===== src/rtl/pwm_duty_capture_module.sv =====
// PWM receive-side duty/period meter: measures high and low time of an asynchronous
// PWM line in segments of SEG_CLKS clocks, publishes once per period, flags a stuck line.
module pwm_duty_capture_module #(
    parameter int SEG_CLKS     = 196,
    parameter int TIMEOUT_SEGS = 1024,
    parameter int PERIOD_W     = 10
) (
    input  logic                CLK,
    input  logic                RSTn,
    input  logic                pwm_in,
    output logic [7:0]          duty,
    output logic [PERIOD_W-1:0] period_segs,
    output logic                duty_valid,
    output logic                stuck
);

    localparam int PRESC_W = (SEG_CLKS > 1) ? $clog2(SEG_CLKS) : 1;
    localparam int GAP_W   = $clog2(TIMEOUT_SEGS + 1);
    localparam int PER_MAX = (1 << PERIOD_W) - 1;
    localparam logic [PRESC_W-1:0] PRESC_LAST = PRESC_W'(SEG_CLKS - 1);
    // The edge cycle itself completes clock presc+1 of the segment, hence the -1.
    localparam logic [PRESC_W-1:0] RND_THR    = PRESC_W'(SEG_CLKS / 2 - 1);
    localparam logic [GAP_W-1:0]   GAP_LAST   = GAP_W'(TIMEOUT_SEGS - 1);

    typedef enum logic [1:0] {
        ST_IDLE  = 2'd0,
        ST_HIGH  = 2'd1,
        ST_LOW   = 2'd2,
        ST_STUCK = 2'd3
    } state_t;

    function automatic logic [8:0] sat_inc9(input logic [8:0] val, input logic inc);
        logic [8:0] res;
        if (inc && (val != 9'h1FF)) begin
            res = val + 9'd1;
        end else begin
            res = val;
        end
        return res;
    endfunction

    state_t               state_q, state_d;
    logic                 sync1_q, sync2_q, hist_q;
    logic [PRESC_W-1:0]   presc_q, presc_d;
    logic [GAP_W-1:0]     gap_q, gap_d;
    logic [8:0]           high_q, high_d;
    logic [8:0]           low_q, low_d;
    logic [7:0]           duty_q, duty_d;
    logic [PERIOD_W-1:0]  period_q, period_d;
    logic                 valid_q, valid_d;
    logic                 stuck_q, stuck_d;

    logic                 rise_s, fall_s, edge_s;
    logic                 seg_tick_s, round_s, timeout_s;
    logic [8:0]           low_fin_s;
    logic [9:0]           sum_s;
    logic [PERIOD_W-1:0]  period_pub_s;
    logic [7:0]           duty_pub_s;

    assign rise_s     = sync2_q & ~hist_q;
    assign fall_s     = ~sync2_q & hist_q;
    assign edge_s     = rise_s | fall_s;
    // A tick coinciding with an edge is folded into the rounding step instead.
    assign seg_tick_s = (presc_q == PRESC_LAST) & ~edge_s;
    assign round_s    = (presc_q >= RND_THR);
    assign timeout_s  = seg_tick_s & (state_q != ST_STUCK) & (gap_q == GAP_LAST);

    assign low_fin_s    = sat_inc9(low_q, round_s);
    assign sum_s        = {1'b0, high_q} + {1'b0, low_fin_s};
    assign period_pub_s = (int'(sum_s) > PER_MAX) ? PERIOD_W'(PER_MAX) : PERIOD_W'(sum_s);
    assign duty_pub_s   = (high_q > 9'd255) ? 8'hFF : high_q[7:0];

    // Prescaler and edge-gap counter next state.
    always_comb begin
        presc_d = presc_q;
        gap_d   = gap_q;
        if (edge_s) begin
            presc_d = '0;
        end else if (presc_q == PRESC_LAST) begin
            presc_d = '0;
        end else begin
            presc_d = presc_q + PRESC_W'(1);
        end
        if (edge_s) begin
            gap_d = '0;
        end else if (seg_tick_s && (state_q != ST_STUCK)) begin
            gap_d = gap_q + GAP_W'(1);
        end else begin
            gap_d = gap_q;
        end
    end

    // Measurement FSM: phase counters, publish and stuck reporting.
    always_comb begin
        state_d  = state_q;
        high_d   = high_q;
        low_d    = low_q;
        duty_d   = duty_q;
        period_d = period_q;
        valid_d  = 1'b0;
        stuck_d  = stuck_q;
        case (state_q)
            ST_IDLE: begin
                if (rise_s) begin
                    state_d = ST_HIGH;
                    high_d  = 9'd0;
                    low_d   = 9'd0;
                end else begin
                    state_d = ST_IDLE;
                end
            end
            ST_HIGH: begin
                if (fall_s) begin
                    state_d = ST_LOW;
                    high_d  = sat_inc9(high_q, round_s);
                end else begin
                    high_d  = sat_inc9(high_q, seg_tick_s);
                end
            end
            ST_LOW: begin
                if (rise_s) begin
                    duty_d   = duty_pub_s;
                    period_d = period_pub_s;
                    valid_d  = 1'b1;
                    state_d  = ST_HIGH;
                    high_d   = 9'd0;
                    low_d    = 9'd0;
                end else begin
                    low_d    = sat_inc9(low_q, seg_tick_s);
                end
            end
            ST_STUCK: begin
                if (rise_s) begin
                    state_d = ST_HIGH;
                    high_d  = 9'd0;
                    low_d   = 9'd0;
                    stuck_d = 1'b0;
                end else if (fall_s) begin
                    state_d = ST_LOW;
                    high_d  = 9'd0;
                    low_d   = 9'd0;
                    stuck_d = 1'b0;
                end else begin
                    state_d = ST_STUCK;
                end
            end
            default: begin
                state_d = ST_IDLE;
            end
        endcase
        // Timeout never coincides with an edge, so it can override the phase update.
        if (timeout_s) begin
            state_d  = ST_STUCK;
            stuck_d  = 1'b1;
            duty_d   = sync2_q ? 8'hFF : 8'h00;
            period_d = '0;
            valid_d  = 1'b1;
        end else begin
            stuck_d  = stuck_d;
        end
    end

    // State, synchroniser and output registers.
    always_ff @(posedge CLK or negedge RSTn) begin
        if (!RSTn) begin
            state_q  <= ST_IDLE;
            sync1_q  <= 1'b0;
            sync2_q  <= 1'b0;
            hist_q   <= 1'b0;
            presc_q  <= '0;
            gap_q    <= '0;
            high_q   <= 9'd0;
            low_q    <= 9'd0;
            duty_q   <= 8'd0;
            period_q <= '0;
            valid_q  <= 1'b0;
            stuck_q  <= 1'b0;
        end else begin
            state_q  <= state_d;
            sync1_q  <= pwm_in;
            sync2_q  <= sync1_q;
            hist_q   <= sync2_q;
            presc_q  <= presc_d;
            gap_q    <= gap_d;
            high_q   <= high_d;
            low_q    <= low_d;
            duty_q   <= duty_d;
            period_q <= period_d;
            valid_q  <= valid_d;
            stuck_q  <= stuck_d;
        end
    end

    assign duty        = duty_q;
    assign period_segs = period_q;
    assign duty_valid  = valid_q;
    assign stuck       = stuck_q;

endmodule


===== config.mk =====
export PLATFORM = sky130hd
export DESIGN_NAME = pwm_duty_capture_module
export DESIGN_NICKNAME = d
export VERILOG_FILES = /design/src/rtl/pwm_duty_capture_module.sv
export SDC_FILE = /design/constraint.sdc
export NUM_CORES = 1
export LEC_CHECK = 0
export ABC_CLOCK_PERIOD_IN_PS = 5900
export BUFFER_PORTS_ARGS = -buffer_cell sky130_fd_sc_hd__buf_2
export CELL_PAD_IN_SITES_DETAIL_PLACEMENT = 1
export CELL_PAD_IN_SITES_GLOBAL_PLACEMENT = 1
export CORE_MARGIN = 2
export CORE_UTILIZATION = 30
export DETAILED_ROUTE_END_ITERATION = 12
export PLACE_DENSITY_LB_ADDON = 0.1
export SLEW_MARGIN = 10
export SYNTH_ARGS = -nofsm -noshare
export SYNTH_HDL_FRONTEND = slang
export SYNTH_SLANG_ARGS = --single-unit

===== constraint.sdc =====
create_clock -name CLK -period 5.9 [get_ports CLK]
set_input_delay 1.18 -clock CLK [delete_from_list [all_inputs] [get_ports CLK]]
set_output_delay 1.18 -clock CLK [all_outputs]
set_load 0.1 [all_outputs]

==> results of run 1 <==
## cells by family after synthesis
kind of cell	after synthesis	synth area share (%)
buf+inv	31	3.317
fa+ha+maj	22	7.891
simple gates	155	22.59
xor+xnor	23	5.622
flops	62	43.30
mux	3	0.9427
compound gates	87	16.34
## flip-flops by register name (all words and copies together), names as in the netlist
register	count
stuck	1
low_q	9
period_segs	10
presc_q	8
state_q	2
high_q	9
sync1_q	1
duty	8
duty_valid	1
gap_q	11
hist_q	1
sync2_q	1
## critical path, stage by stage, from the launching register on
cell and delay (ns):
dfrtp_1 0.42, ha_1 0.26, and3_1 0.19, and3_1 0.23
and3_1 0.19, ha_1 0.21, o21ba_2 0.36, mux2_2 0.40
ha_1 0.28, a21oi_1 0.20, o211ai_1 0.16, o41a_1 0.38
or3b_2 0.48, nand3_1 0.09
## metal layers
metal	GRT usage [%]	vias up	share of wire [%]
met5	0	-	0
met4	6.098	0	1.7
met1	20.23	1366	49
met3	5.142	10	3.8
met2	23.91	39	45
li1	-	1417	-
## path summary, 6_finish.rpt
path,to,startpoint,cells past startpoint
max in group asynchronous,presc_q[7],RSTn,2
setup reg to reg,period_segs[7],low_q[0],13
hold / removal,sync2_q,sync1_q,0
min in group asynchronous,duty[4],RSTn,2
hold reg to reg,sync2_q,sync1_q,0
setup / recovery,period_segs[7],low_q[0],13
## area by class of cell
class	count	area [µm²]
flip-flops and latches	62	1551
well taps	143	178.9
clock inverters	4	22.52
clock buffers	11	252.7
multi-input cells	290	1913
repair buffers	23	117.6
fillers	1345	7416
inverters	17	63.81
## metrics by stage
| step | worst slack, ns | hold slack (ns) | utilization (%) | total power (W) | area, µm² |
|---|---|---|---|---|---|
| 5_1_grt | 1.757 | 0.3679 | 35.60 | 0.001539 | 4100 |
| 6_report | 1.990 | 0.3566 | 35.60 | 0.001467 | 4100 |
| 3_3_place_gp | 2.111 | 0.3374 | 33.21 | 0.0009832 | 3825 |
| 2_1_floorplan | 2.136 | 0.3312 | - | 0.0008988 | 3583 |
| 3_5_place_dp | 2.014 | 0.3485 | 33.21 | 0.0009877 | 3825 |
| 4_1_cts | 1.988 | 0.3600 | 35.60 | 0.001495 | 4100 |
## cells in the mapped netlist, types with 11 or more instances
master	instances	area, µm²
nand3_1	24	120.1
clkbuf_1	11	41.29
nor2_1	23	86.33
dfrtp_1	62	1551
ha_1	21	262.8
o21ai_0	25	125.1
inv_1	17	63.81
a21oi_1	14	70.07
nand2_1	41	153.9
xnor2_1	14	122.6
## power breakdown
| part | switching, W | internal (W) |
|---|---|---|
| logic | 0.000381 | 0.0000834 |
| registers | 0.0000372 | 0.000474 |
| clock network | 0.000190 | 0.000302 |
| total | 0.000608 | 0.000859 |
==> flow_metrics.tcl, run 1 <==
set metrics [dict create \
    outcome "completed" \
    area_growth_syn_to_layout_pct 14.42 \
    initial_core_util_pct 31.12 \
    final_common_cell "dfrtp_1" \
    relSlewSlack_pct 44.63 \
    cts_root_buffer "clkbuf_16" \
    fin_nets 428 \
    track_usage_pct 15.54 \
    min_period_ns 3.910 \
    ys_warn_count 0 \
    die_w_um 113.3 \
    cts_resized 0 \
    drt_iter0_drc 111 \
    htreeDepth 3 \
    gp_congestion 0.7623 \
    peakVddDrop_mv 0.1639 \
    hp-class "flip-flop to flip-flop" \
    fin_cells 550 \
    grt_pass1_wl_um 15470 \
    place_inst 535 \
    ios 23 \
    hold_viol 0 \
    clock_skew_ns 0.006531 \
    fmax_ghz 0.2558 \
    syn_avg_cell_area_um2 9.356 \
    finalSetupViolCount 0 \
    holdBufCountCts 0 \
    clk_pin_slew_ns 0.05 \
    cts.sink_count 62 \
    cellLeakagePower_nw 1.912 \
    synth_cells 383 \
    core-area_mm2 0.01152 \
    drt-total-wl_um 9072 \
    port_buffers 22 \
    first_global_vias 2968 \
    routedWlPerCell_um 16.49 \
    syn_nets 408 \
    required_ns 6.17 \
    overflow 0 \
    drc_errors 0 \
    cp_max_fo 9 \
    dp_hpwl_um 6460 \
    drive_above_1_share_pct 11.79 \
    async_flop_share_pct 100.0 \
    drv_slew 0 \
    worstPathArrival_ns 4.18 \
    layout_common_cells "dfrtp_1, nand2_1, o21ai_0, nand3_1, nor2_1" \
    crit_type "flip-flop to flip-flop" \
    drtPass1Iterations 4 \
    ys_ff_latch 62 \
    synth-seq-area-share_pct 43.30 \
    cts_buffers 9 \
    die_y_um 113.3 \
    diodes 0 \
    reg2reg_slack_ns 1.99 \
    rows 39 \
    max_slew.worst_pin.slew_ns 0.8305 \
    endpoint_kind "flip-flop" \
    grt_setup_unrepaired "false" \
    num_vias 2832 \
    yosysUniqueCellTypes 54 \
    grt_max_degree 63 \
    dieArea_mm2 0.01283 \
    period_share_pct 66.27 \
    fin_tns_setup_ns 0 \
    vias_per_cell 5.149 \
    synth_edf_count 0 \
    postCtsSetupBuffers 0 \
    antenna_found_initial 0 \
    synth.cell_area_mm2 0.003583 \
    ys.flop_type "dfrtp_1" \
    pwr_density_cell_mw_per_mm2 357.8 \
    ctsLongestPathBuffers 2 \
    maxCapViolCount 0 \
    clk-insertion-delay-late_ns 0.34 \
    final_antenna_net_count 0 \
    worstSetupStartpointType "flip-flop" \
    cts_tree "built" \
]
(Power assumes the default switching activity.)
==> run 2: changes to the inputs <==
--- a/config.mk
+++ b/config.mk
@@ -5,7 +5,7 @@
 export SDC_FILE = /design/constraint.sdc
 export NUM_CORES = 1
 export LEC_CHECK = 0
-export ABC_CLOCK_PERIOD_IN_PS = 5900
+export ABC_CLOCK_PERIOD_IN_PS = 3160
 export BUFFER_PORTS_ARGS = -buffer_cell sky130_fd_sc_hd__buf_2
 export CELL_PAD_IN_SITES_DETAIL_PLACEMENT = 1
 export CELL_PAD_IN_SITES_GLOBAL_PLACEMENT = 1
==> constraint.sdc (replaced) <==
create_clock -name CLK -period 3.16 [get_ports CLK]
set_input_delay 0.632 -clock CLK [delete_from_list [all_inputs] [get_ports CLK]]
set_output_delay 0.632 -clock CLK [all_outputs]
set_load 0.1 [all_outputs]
==> run 2 against run 1 <==
Effect of this change: die area unchanged; sequential share of layout area decreased by 3.9 points; the run now ends with setup timing left; worst hold slack got worse by 0.094 ns; design area increased by 12%; global-route usage increased by 1.3 points; core utilization increased by 4.1 points; clock power increased by 88%; combinational power increased by 95%.
==> flow_metrics.tcl, run 2 (same netlist as run 1, synthesis figures left out) <==
set metrics [dict create \
    outcome "complete, but fails checks" \
    failed_checks "setup timing" \
    ctsLongestPathBuffers 2 \
    p_switching_w 0.001151 \
    htreeDepth 3 \
    routedWlPerCell_um 17.24 \
    grt_max_degree 24 \
    final_common_cell "dfrtp_1" \
    period_share_pct 100.4 \
    finalSetupViolCount 2 \
    clk-insertion-delay-late_ns 0.34 \
    p_seq_share_pct 34.2 \
    largest_register_ffs 11 \
    hp-class "input port to async pin" \
    drt-total-wl_um 10170 \
    area_growth_syn_to_layout_pct 27.65 \
    drtPass1Iterations 4 \
    diodes 0 \
    clock_power_share_pct 33.3 \
    cts_buffers 9 \
    port_buffers 22 \
    path_cells "ha_2 -> and3_4 -> and3_4 -> and3_4 -> ha_4 -> o21ba_4 -> mux2_4 -> ha_4 -> a21oi_4 -> o211ai_1 -> o41a_1 -> or3b_4 -> nand3_2" \
    drt_iter0_drc 101 \
    grt_setup_unrepaired "true" \
    vias_per_cell 5.215 \
    pwr_density_cell_mw_per_mm2 608.3 \
    netSwitchingFraction_pct 41.36 \
    track_usage_pct 16.86 \
    regMostFlops "gap_q" \
    relSlewSlack_pct 51.19 \
    crit_top_cell "and3_4" \
    fin_nets 468 \
    drv_slew 0 \
    pre_cts_slack_ns -0.06876 \
    fin_ws_ns -0.01353 \
    clock_skew_ns 0.007307 \
    dieArea_mm2 0.01283 \
    crit_type "flip-flop to flip-flop" \
    cp_slowest_stage_delay_ns 0.38 \
    clk_pin_slew_ns 0.05 \
    hold_viol 0 \
    ios 23 \
    intPower_w 0.001632 \
    cp_max_fo 6 \
    grt_pass1_wl_um 16770 \
    rows 39 \
    fmax_ghz 0.3151 \
    gp_congestion 0.8150 \
    required_ns 3.44 \
    p_comb_share_pct 32.5 \
    antenna_found_initial 0 \
    min_period_ns 3.174 \
    dp_hpwl_um 7380 \
    drive_above_1_share_pct 23.94 \
    core-area_mm2 0.01152 \
    peakVddDrop_mv 0.3896 \
    worstPathArrival_ns 3.45 \
    endpoint_kind "flip-flop" \
    num_vias 3077 \
    cts_tree "built" \
    final_antenna_net_count 0 \
    crit_slowest_cell "dfrtp_1" \
    cts_root_buffer "clkbuf_16" \
    overflow 0 \
    maxCapViolCount 0 \
    layout_common_cells "dfrtp_1, nand2_1, buf_4, o21ai_0, nor2_1" \
    cts.sink_count 62 \
    first_global_vias 3202 \
    cellLeakagePower_nw 2.147 \
    initial_core_util_pct 31.12 \
    die_y_um 113.3 \
    drc_errors 0 \
    fin_tns_setup_ns -0.01917 \
    die_w_um 113.3 \
    max_slew.worst_pin.slew_ns 0.7307 \
    worstSetupStartpointType "flip-flop" \
]
run 2: changes by cell type in the layout (fill, tap and decap cells not counted), sizes merged:
cell / change
clkinvlp: -1
buf: +40
clkbuf: +3
clkinv: -2
run 2: worst max-delay path: cells and delay by family, from the launching register on:
kind            cells  cell delay, ns
simple gates        5            0.95
compound gates      4            0.89
fa+ha+maj           3            0.56
flops               1            0.38
mux                 1            0.33
run 2: worst paths after layout:
check | startpoint | endpoint | slack, ns | cells after the start
min in group CLK | sync1_q | sync2_q | 0.35 | 0
max reg2reg | low_q[1] | period_segs[7] | -0.01 | 13
min | RSTn | duty[1] | 0.26 | 1
min reg2reg | sync1_q | sync2_q | 0.35 | 0
max in group asynchronous | RSTn | low_q[4] | 2.17 | 2
max | low_q[1] | period_segs[7] | -0.01 | 13
run 2: routing by layer:
metal  global-route usage [%]  vias up  share of wire (%)
li1                         -     1502                  -
met4                    5.610        0                1.3
met3                    5.142       11                3.0
met2                    27.50       37                 48
met5                        0        -                  0
met1                    21.34     1527                 48
run 2: metrics by stage:
stage | power [W] | utilization (%) | hold WS [ns] | cell area [µm²] | std cells
after floorplan | 0.001680 | - | 0.3312 | 3657 | 383
after global placement | 0.001870 | 35.98 | 0.3367 | 4144 | 569
after detailed placement | 0.001879 | 35.98 | 0.3362 | 4144 | 569
after CTS | 0.002824 | 38.62 | 0.2824 | 4448 | 586
after global routing | 0.002905 | 39.72 | 0.3056 | 4574 | 590
final | 0.002783 | 39.72 | 0.2627 | 4574 | 590
run 2: power groups by stage:
stage	Clock, W	Combinational (W)	Sequential (W)
2_1_floorplan	0	0.000206	0.00147
3_3_place_gp	0	0.000907	0.000963
3_5_place_dp	0	0.000911	0.000968
4_1_cts	0.000957	0.000913	0.000954
5_1_grt	0.000981	0.000958	0.000966
6_report	0.000925	0.000905	0.000952
run 2: area by class of cell:
type	count	area (µm²)
inverters	17	63.81
fillers	1336	6942
well taps	143	178.9
clock buffers	14	264.0
repair buffers	63	421.7
multi-input cells	290	2090
clock inverters	1	5.005
flip-flops and latches	62	1551
run 2: what timing repair did:
action                     CTS  global route
pin swaps                    3            13
hold buffers                 0             0
buffers inserted             2             4
hold endpoints to repair     0             0
gates cloned                 0             0
gates resized for setup      4            16
setup endpoints to repair    4             5
